### config.mk
export PLATFORM = sky130hd
export DESIGN_NAME = axi_lite_cmd_master
export DESIGN_NICKNAME = d
export VERILOG_FILES = /design/src/rtl/axi_lite_cmd_master.sv
export SDC_FILE = /design/constraint.sdc
export NUM_CORES = 1
export LEC_CHECK = 0
export ABC_AREA = 1
export ABC_CLOCK_PERIOD_IN_PS = 1750
export BUFFER_PORTS_ARGS = -buffer_cell sky130_fd_sc_hd__buf_2
export CORE_MARGIN = 2
export CORE_UTILIZATION = 48
export DETAILED_ROUTE_END_ITERATION = 10
export GPL_TIMING_DRIVEN = 0
export PLACE_DENSITY = 0.8
export SLEW_MARGIN = 30
export SYNTH_ARGS = -nofsm -noshare
export SYNTH_HDL_FRONTEND = slang
export SYNTH_SLANG_ARGS = --single-unit
### constraint.sdc
create_clock -name axi_aclk -period 1.75 [get_ports axi_aclk]
set_input_delay 0.2625 -clock axi_aclk [delete_from_list [all_inputs] [get_ports axi_aclk]]
set_output_delay 0.2625 -clock axi_aclk [all_outputs]
set_load 0.1 [all_outputs]
### src/rtl/axi_lite_cmd_master.sv
// Single-outstanding AXI4-Lite master: converts a cmd/rsp handshake into one AXI write or read,
// with a sticky watchdog that flags a slave that stops responding.
module axi_lite_cmd_master #(
   parameter int C_AXI_DATA_WIDTH = 32,
   parameter int C_AXI_ADDR_WIDTH = 32,
   parameter int TIMEOUT_CYCLES   = 1024
) (
   input  logic                            axi_aclk,
   input  logic                            axi_areset,
   input  logic                            cmd_valid,
   output logic                            cmd_ready,
   input  logic                            cmd_we,
   input  logic [C_AXI_ADDR_WIDTH-1:0]     cmd_addr,
   input  logic [C_AXI_DATA_WIDTH-1:0]     cmd_wdata,
   input  logic [C_AXI_DATA_WIDTH/8-1:0]   cmd_wstrb,
   output logic                            rsp_valid,
   input  logic                            rsp_ready,
   output logic                            rsp_we,
   output logic [C_AXI_DATA_WIDTH-1:0]     rsp_rdata,
   output logic [1:0]                      rsp_resp,
   output logic                            busy,
   output logic                            timeout_err,
   output logic [C_AXI_ADDR_WIDTH-1:0]     axi_awaddr,
   output logic                            axi_awvalid,
   input  logic                            axi_awready,
   output logic [C_AXI_DATA_WIDTH-1:0]     axi_wdata,
   output logic [C_AXI_DATA_WIDTH/8-1:0]   axi_wstrb,
   output logic                            axi_wvalid,
   input  logic                            axi_wready,
   input  logic [1:0]                      axi_bresp,
   input  logic                            axi_bvalid,
   output logic                            axi_bready,
   output logic [C_AXI_ADDR_WIDTH-1:0]     axi_araddr,
   output logic                            axi_arvalid,
   input  logic                            axi_arready,
   input  logic [C_AXI_DATA_WIDTH-1:0]     axi_rdata,
   input  logic [1:0]                      axi_rresp,
   input  logic                            axi_rvalid,
   output logic                            axi_rready
);
   localparam int CNT_W = $clog2(TIMEOUT_CYCLES + 1);
   localparam logic [CNT_W-1:0] CNT_MAX  = CNT_W'(TIMEOUT_CYCLES);
   localparam logic [CNT_W-1:0] CNT_LAST = CNT_W'(TIMEOUT_CYCLES - 1);

   localparam logic [2:0] IDLE    = 3'd0;
   localparam logic [2:0] WR_REQ  = 3'd1;
   localparam logic [2:0] WR_RESP = 3'd2;
   localparam logic [2:0] RD_REQ  = 3'd3;
   localparam logic [2:0] RD_RESP = 3'd4;
   localparam logic [2:0] RSP     = 3'd5;

   logic [2:0]       state;
   logic             aw_done;
   logic             w_done;
   logic             aw_fin;
   logic             w_fin;
   logic             waiting;
   logic [CNT_W-1:0] wd_cnt;

   // A request channel counts as finished once its handshake happened now or earlier.
   assign aw_fin  = aw_done | (axi_awvalid & axi_awready);
   assign w_fin   = w_done | (axi_wvalid & axi_wready);
   assign waiting = (state == WR_REQ) || (state == WR_RESP) ||
                    (state == RD_REQ) || (state == RD_RESP);

   always_ff @(posedge axi_aclk) begin
      if (axi_areset) begin
         state       <= IDLE;
         cmd_ready   <= 1'b0;
         busy        <= 1'b0;
         timeout_err <= 1'b0;
         wd_cnt      <= '0;
         aw_done     <= 1'b0;
         w_done      <= 1'b0;
         rsp_valid   <= 1'b0;
         rsp_we      <= 1'b0;
         rsp_rdata   <= '0;
         rsp_resp    <= 2'b00;
         axi_awaddr  <= '0;
         axi_awvalid <= 1'b0;
         axi_wdata   <= '0;
         axi_wstrb   <= '0;
         axi_wvalid  <= 1'b0;
         axi_bready  <= 1'b0;
         axi_araddr  <= '0;
         axi_arvalid <= 1'b0;
         axi_rready  <= 1'b0;
      end else begin
         // Watchdog keeps counting while waiting on the slave; every transition below clears it.
         if (waiting && wd_cnt != CNT_MAX) wd_cnt <= wd_cnt + CNT_W'(1);
         if (waiting && wd_cnt == CNT_LAST) timeout_err <= 1'b1;

         case (state)
            IDLE: begin
               cmd_ready <= 1'b1;
               if (cmd_valid && cmd_ready) begin
                  cmd_ready <= 1'b0;
                  busy      <= 1'b1;
                  wd_cnt    <= '0;
                  if (cmd_we) begin
                     axi_awaddr  <= cmd_addr;
                     axi_wdata   <= cmd_wdata;
                     axi_wstrb   <= cmd_wstrb;
                     axi_awvalid <= 1'b1;
                     axi_wvalid  <= 1'b1;
                     state       <= WR_REQ;
                  end else begin
                     axi_araddr  <= cmd_addr;
                     axi_arvalid <= 1'b1;
                     state       <= RD_REQ;
                  end
               end
            end
            WR_REQ: begin
               if (axi_awvalid && axi_awready) axi_awvalid <= 1'b0;
               if (axi_wvalid && axi_wready) axi_wvalid <= 1'b0;
               if (aw_fin && w_fin) begin
                  aw_done    <= 1'b0;
                  w_done     <= 1'b0;
                  axi_bready <= 1'b1;
                  wd_cnt     <= '0;
                  state      <= WR_RESP;
               end else begin
                  aw_done <= aw_fin;
                  w_done  <= w_fin;
               end
            end
            WR_RESP: begin
               if (axi_bvalid && axi_bready) begin
                  axi_bready <= 1'b0;
                  rsp_resp   <= axi_bresp;
                  rsp_rdata  <= '0;
                  rsp_we     <= 1'b1;
                  rsp_valid  <= 1'b1;
                  wd_cnt     <= '0;
                  state      <= RSP;
               end
            end
            RD_REQ: begin
               if (axi_arvalid && axi_arready) begin
                  axi_arvalid <= 1'b0;
                  axi_rready  <= 1'b1;
                  wd_cnt      <= '0;
                  state       <= RD_RESP;
               end
            end
            RD_RESP: begin
               if (axi_rvalid && axi_rready) begin
                  axi_rready <= 1'b0;
                  rsp_resp   <= axi_rresp;
                  rsp_rdata  <= axi_rdata;
                  rsp_we     <= 1'b0;
                  rsp_valid  <= 1'b1;
                  wd_cnt     <= '0;
                  state      <= RSP;
               end
            end
            RSP: begin
               if (rsp_valid && rsp_ready) begin
                  rsp_valid <= 1'b0;
                  busy      <= 1'b0;
                  cmd_ready <= 1'b1;
                  wd_cnt    <= '0;
                  state     <= IDLE;
               end
            end
            default: state <= IDLE;
         endcase
      end
   end
endmodule
=== Yosys cells after proc, flatten, opt, wreduce, memory -nomap -nowiden ===
Index checks and enable logic that the tools add are counted.

* Logic and storage cells: 126
* Flip-flop bits (word level): 160
* Output and inout port bits: 144
* Bits of input ports: 114

* Add/sub/neg operators: 1
* Reduce and logical (&&, ||, !) cells: 33
* Bitwise operators: 5
* Equal/unequal tests: 17
* Mux-type cells: 50

{| class="wikitable"
|+ Operators with widths
! kind !! number
|-
| $mux 11 || 7
|-
| $pmux 11 s6 || 1
|-
| $mux 32 || 2
|-
| $pmux 32 s2 || 1
|-
| $mux 1 || 19
|-
| $mux 3 || 6
|-
| $pmux 3 s6 || 1
|-
| $reduce_and 3->1 || 6
|-
| $pmux 1 s2 || 8
|-
| $reduce_and 4->1 || 4
|-
| $ne 2x1->1 const B || 6
|-
| $reduce_bool 2->1 || 6
|-
| $add 11x1->11 const B || 1
|-
| $eq 11x10->1 const B || 1
|-
| $ne 11x11->1 const B || 1
|-
| $logic_and 1x1->1 || 10
|-
| $ne 2x2->1 const B || 4
|-
| $eq 3x2->1 const B || 2
|-
| $eq 3x3->1 const B || 2
|-
| $mux 2 || 3
|-
| $reduce_and 6->1 || 1
|-
| $pmux 2 s2 || 1
|-
| $eq 3x1->1 const B || 1
|-
| $logic_not 3->1 || 1
|-
| other kinds (7) || 11
|}

=== Longest topological paths before layout ===
* Depth in word-level cells: 8
* Mapped depth: 11
* Depth with buffers taken out: 11

=== Least setup slack after synthesis ===
Ideal clock, no wire load.

* Kind: reg-to-reg
* From: register cmd_ready
* To: register wd_cnt[1]
* Required time: 1633 ps
* Buffers on the path: 1
* Setup slack: -299 ps
* Arrival time: 1932 ps
* Clock period less this slack: 2049 ps
* Library setup time: 117 ps
* Stages on the path, launching flop included: 9
* Cells stage by stage: dfxtp_1 -> nand2_1 -> nand3_1 -> nand2_1 -> nor2_2 -> nand3_1 -> nand2_1 -> buf_2 -> nor2_1

* Word-level cells in the longest chain between the ends: 3

{| class="wikitable"
|+ Ends and longest elaborated chain
! what !! line !! RTL
|-
| start: declaration || 11 || <nowiki>output logic cmd_ready,</nowiki>
|-
| start signal: assignment || 69 || <nowiki>cmd_ready <= 1'b0;</nowiki>
|-
| start signal: assignment || 95 || <nowiki>cmd_ready <= 1'b1;</nowiki>
|-
| start signal: assignment || 97 || <nowiki>cmd_ready <= 1'b0;</nowiki>
|-
| $logic_and 1x1->1 || 96 || <nowiki>if (cmd_valid && cmd_ready) begin</nowiki>
|-
| $mux 11 || 96 ||
|-
| $pmux 11 s6 || 93 || <nowiki>case (state)</nowiki>
|-
| end signal: assignment || 90 || <nowiki>if (waiting && wd_cnt != CNT_MAX) wd_cnt <= wd_cnt + CNT_W'(1);</nowiki>
|-
| end: declaration || 58 || <nowiki>logic [CNT_W-1:0] wd_cnt;</nowiki>
|}

No other way between the ends.
A chain may end at the register's enable or synchronous reset.

=== Worst setup path in the final report ===
* From: register state[0]
* To: register axi_araddr[11]

* Word-level cells in the longest chain between the ends: 2

{| class="wikitable"
|+ Ends and longest elaborated chain
! what !! line !! RTL
|-
| start: declaration || 52 || <nowiki>logic [2:0] state;</nowiki>
|-
| start signal: assignment || 68 || <nowiki>state <= IDLE;</nowiki>
|-
| start signal: assignment || 106 || <nowiki>state <= WR_REQ;</nowiki>
|-
| start signal: assignment || 110 || <nowiki>state <= RD_REQ;</nowiki>
|-
| $logic_not 3->1 || 93 ||
|-
| $reduce_and 3->1 (no line) || - ||
|-
| end signal: assignment || 108 || <nowiki>axi_araddr <= cmd_addr;</nowiki>
|-
| end: declaration || 33 || <nowiki>output logic [C_AXI_ADDR_WIDTH-1:0] axi_araddr,</nowiki>
|}

No other way between the ends.

==> summary.md <==
| Metric | Value |
|---|---|
| Routed via count | about 6300 |
| Hold Crit Class | in -> reg |
| Largest delay contributor family on the critical path | simple AND/OR/NAND/NOR gates |
| Starting density of the core | 49.5% |
| Total GRT Usage | roughly a quarter |
| Worst Hold Launch | axi_rdata[7] |
| Flop pwr share | 35.3% |
| Final Instance Area | between 8000 and 9000 um2 |
| Die Height | 119 um |
| Layout cells sized above 1 | 34.0% |
| Post-route ant nets | 0 |
| Final setup viols | 0 |
| Pre-CTS setup slack | -0.0920 ns |
| CTS root buffer | clkbuf_16 |
| Residual DRC | 0 |
| Filler cells | 1163 |
| Cell count after synthesis | 817 |
| Worst flop-to-flop path startpoint | state[0]$_SDFFE_PP0P_ |
| Port Buffer Count | 256 |
| Pwr/cell area | 1480 nW/um2 |
| Critical path type | reg -> reg |
| CTS tree | yes |
| Chip width | 119 um |
| CP Data Arrival Time | 1.96 ns |
| Antenna violations before repair | 2 |
| Worst-path clk slew | about 0.06 ns |
| Post-synthesis average cell area | 7.71 um2 |
| Largest net degree at the start of global routing | 17 |
| Final worst slack | 0.101 ns |
| RR Endpoint | axi_araddr[11]$_SDFFE_PP0P_ |
| Hold Fails Final Rpt | 0 |
| Die area | 14100 um2 |
| # hold bufs at CTS | 0 |
| Site Rows | 41 |
| Sink Count | 160 |
| Final worst clock skew | ~0.007 ns |
| Critical path's largest stage delay | 0.35 ns |
| P_leak | approximately 4.1 nW |
| First-pass GRT wire length | 28.2 mm |
| CP max stage cell | nor3_4 |
| Hold path depth | 3 |
| Routability Congestion | 0.875 |
| Vias in the first global route | 5825 |
| Status | complete, no violations |
| Clock power frac | 27.8% |
| Measured slew at the worst slew-check pin | about 0.52 ns |
| CP startpoint kind | register |
| CTS buffer count | 17 |
| DP HPWL | 13.0 mm |
| Synth Net Count | slightly above 900 |
| Unrepaired setup endpoints after global routing | true |
| WL final | 17.7 mm |
| WP data required | 2.06 ns |
| Iteration-0 DRC Markers | 335 |
| Combinational power share | between 30 and 40% |
| DRT Pass-1 Iters | 5 |
| Psw | 0.00528 W |
| Seq/Total Area, Yosys | 50.9% |
| Relative slew slack | approximately two thirds |
| Hold Path End | rsp_rdata[7]$_SDFFE_PP0P_ |
| #FFs+latches synth | 160 |
| Peak fanout along the critical path | 10 |
| Netlist cell types | 33 |
| Via density per instance | 4.94 |
| Worst Reg2Reg Path Length in Cells | 8 |
| Max-slew violations | 0 |
| # IOs | 258 |
| Grt ovf | 0 |
| Max Cap Viol | 0 |
| Final period util | 94.2% |
| CP bufs+invs | 3 |
| Post-placement cell area | 7800 um2 |
| Sw Share | 42.5% |
| Fmax | approximately 610 MHz |
| Syn Std Cell Area | 6300 um2 |
| FF-to-FF setup slack | 0.10 ns |
| Crit end category | register |
| Fin crit period | ~1.6 ns |
| Core footprint | 12700 um2 |
| Internal power | 0.00714 W |
| Drt wl/cell | 13.8 um |
| Worst vdd ir | ~800 uV |
| CTS max path bufs | 2 |
| CP cell instances | buf_6 -> nor2_4 -> nand2_2 -> nor3_4 -> inv_2 -> buf_2 -> nor2_2 -> nor2_1 |
| Synthesis-to-layout area growth | 33.6% |
| Htree depth | 4 |
| Clk_lat worst skew | 0.42 ns |
| Synth warnings | 0 |
| Nets | 1211 |
==> per-stage QoR <==
| step | hold slack (ns) | setup TNS, ns | total power [W] | utilization (%) | instances |
|---|---|---|---|---|---|
| 2_1_floorplan | 0.389 | 0 | 0.00809 | - | 817 |
| 3_3_place_gp | 0.449 | -1.68 | 0.00888 | 61.3 | 1245 |
| 3_5_place_dp | 0.451 | -1.56 | 0.00894 | 61.3 | 1245 |
| 4_1_cts | 0.0554 | 0 | 0.0124 | 65.7 | 1276 |
| 5_1_grt | 0.0635 | -0.00529 | 0.0131 | 66.1 | 1281 |
| 6_report | 0.0684 | 0 | 0.0124 | 66.1 | 1281 |
==> Yosys cell counts <==
cell type	instances	area [um2]
nor2_1	267	1000
dfxtp_1	160	3200
o21ai_0	121	606
nand2_1	73	274
a21oi_2	30	263
inv_1	28	105
clkbuf_1	23	86.3
o21ai_1	20	100
nand3_1	16	80.1
a21oi_1	15	75.1
buf_2	15	75.1
buf_6	10	113
nand4_1	6	37.5
nor3_1	4	20.0
nand2_2	3	18.8
xnor2_1	3	26.3
ha_1	2	25.0
inv_2	2	7.51
inv_4	2	12.5
nor2_4	2	22.5
o211a_1	2	20.0
o211ai_1	2	15.0
a31oi_1	1	6.26
buf_1	1	3.75
buf_4	1	7.51
clkinv_2	1	5.00
nand2_4	1	11.3
nand3_4	1	17.5
nor2_2	1	6.26
nor2_8	1	20.0
nor3_4	1	16.3
o21a_1	1	7.51
xor2_1	1	8.76
==> routing by layer <==
layer	part of all wire (%)	track usage, %	up-vias	wire [um]
li1	-	-	3192	-
met1	42	30.0	2912	7400
met2	50	42.3	206	8780
met3	7.3	7.96	17	1300
met4	1.3	7.29	0	230
met5	0	0	-	0
==> flip-flops by register name, indices dropped and copies added (netlist names), 2 cells and up <==
| signal | count |
|---|---|
| axi_araddr | 32 |
| axi_awaddr | 32 |
| axi_wdata | 32 |
| rsp_rdata | 32 |
| wd_cnt | 11 |
| axi_wstrb | 4 |
| state | 3 |
| rsp_resp | 2 |
==> cell families after synthesis <==
| logic type | after synthesis | synth area share [%] |
|---|---|---|
| buffers and inverters | 83 | 6.60 |
| AND/OR/NAND/NOR | 376 | 24.2 |
| adder cells (fa/ha/maj) | 2 | 0.397 |
| XOR/XNOR | 4 | 0.556 |
| AO/OA/AOI/OAI | 192 | 17.3 |
| flip-flops | 160 | 50.9 |
==> power by group through the flow <==
stage	Sequential [W]	Combinational (W)	Clock (W)
floorplan	0.00640	0.00169	0
global placement	0.00444	0.00444	0
detailed placement	0.00445	0.00449	0
CTS	0.00438	0.00452	0.00350
global route	0.00445	0.00494	0.00367
finish	0.00439	0.00458	0.00345
==> final cells by class <==
class,instances,area [um2],area share (%)
sequential,160,3210,38.2
multi-input combinational,574,2690,32.0
timing repair buffer,259,1300,15.5
clock buffer,20,467,5.55
buffer,50,295,3.51
tap,172,215,2.56
inverter,33,133,1.58
clock inverter,11,90.1,1.07
antenna,2,5.00,0.0595
==> how the worst max path moves through the flow <==
stage                                      start                          end  slack (ns)  cells after the start
after floorplan           cmd_ready$_SDFFE_PP0P_         wd_cnt[1]$_SDFF_PP0_        0.08                      8
after global placement                axi_areset  axi_araddr[28]$_SDFFE_PP0P_       -0.07                      6
after detailed placement              axi_areset  axi_araddr[25]$_SDFFE_PP0P_       -0.09                      6
after CTS                  state[0]$_SDFFE_PP0P_  axi_araddr[25]$_SDFFE_PP0P_        0.01                      7
after global routing       state[0]$_SDFFE_PP0P_    rsp_rdata[4]$_SDFFE_PP0P_      -0.005                     12
final                      state[0]$_SDFFE_PP0P_  axi_araddr[11]$_SDFFE_PP0P_        0.10                      8
==> worst min-delay path, cell delays in order <==
cell and delay [ns]:
buf_2 0.08, a21oi_2 0.04, nor2_1 0.07
==> placed cells by master (no fill, tap or decap), types with 2 or more instances in the layout <==
cell type  netlist  final
a21oi_1         15     15
a21oi_2         30     30
buf_2           15    270
buf_4            1      4
buf_6           10      9
clkbuf_1        23     20
clkbuf_16        0     17
clkbuf_2         0      3
clkbuf_8         0      3
clkinv_2         1      8
clkinv_4         0      2
dfxtp_1        160    151
dfxtp_2          0      9
diode_2          0      2
ha_1             2      2
inv_1           28     27
inv_2            2      3
nand2_1         73     73
nand2_2          3      3
nand3_1         16     16
nand4_1          6      6
nor2_1         267    265
nor2_2           1      2
nor2_4           2      3
nor3_1           4      4
o211a_1          2      2
o211ai_1         2      2
o21ai_0        121    121
o21ai_1         20     20
xnor2_1          3      3
==> repair_timing <==
item,CTS,global route
setup buffers,0,3
setup endpoints to repair,1,63
pin swaps,0,2
gates resized for setup,1,14
(Power assumes the default switching activity.)
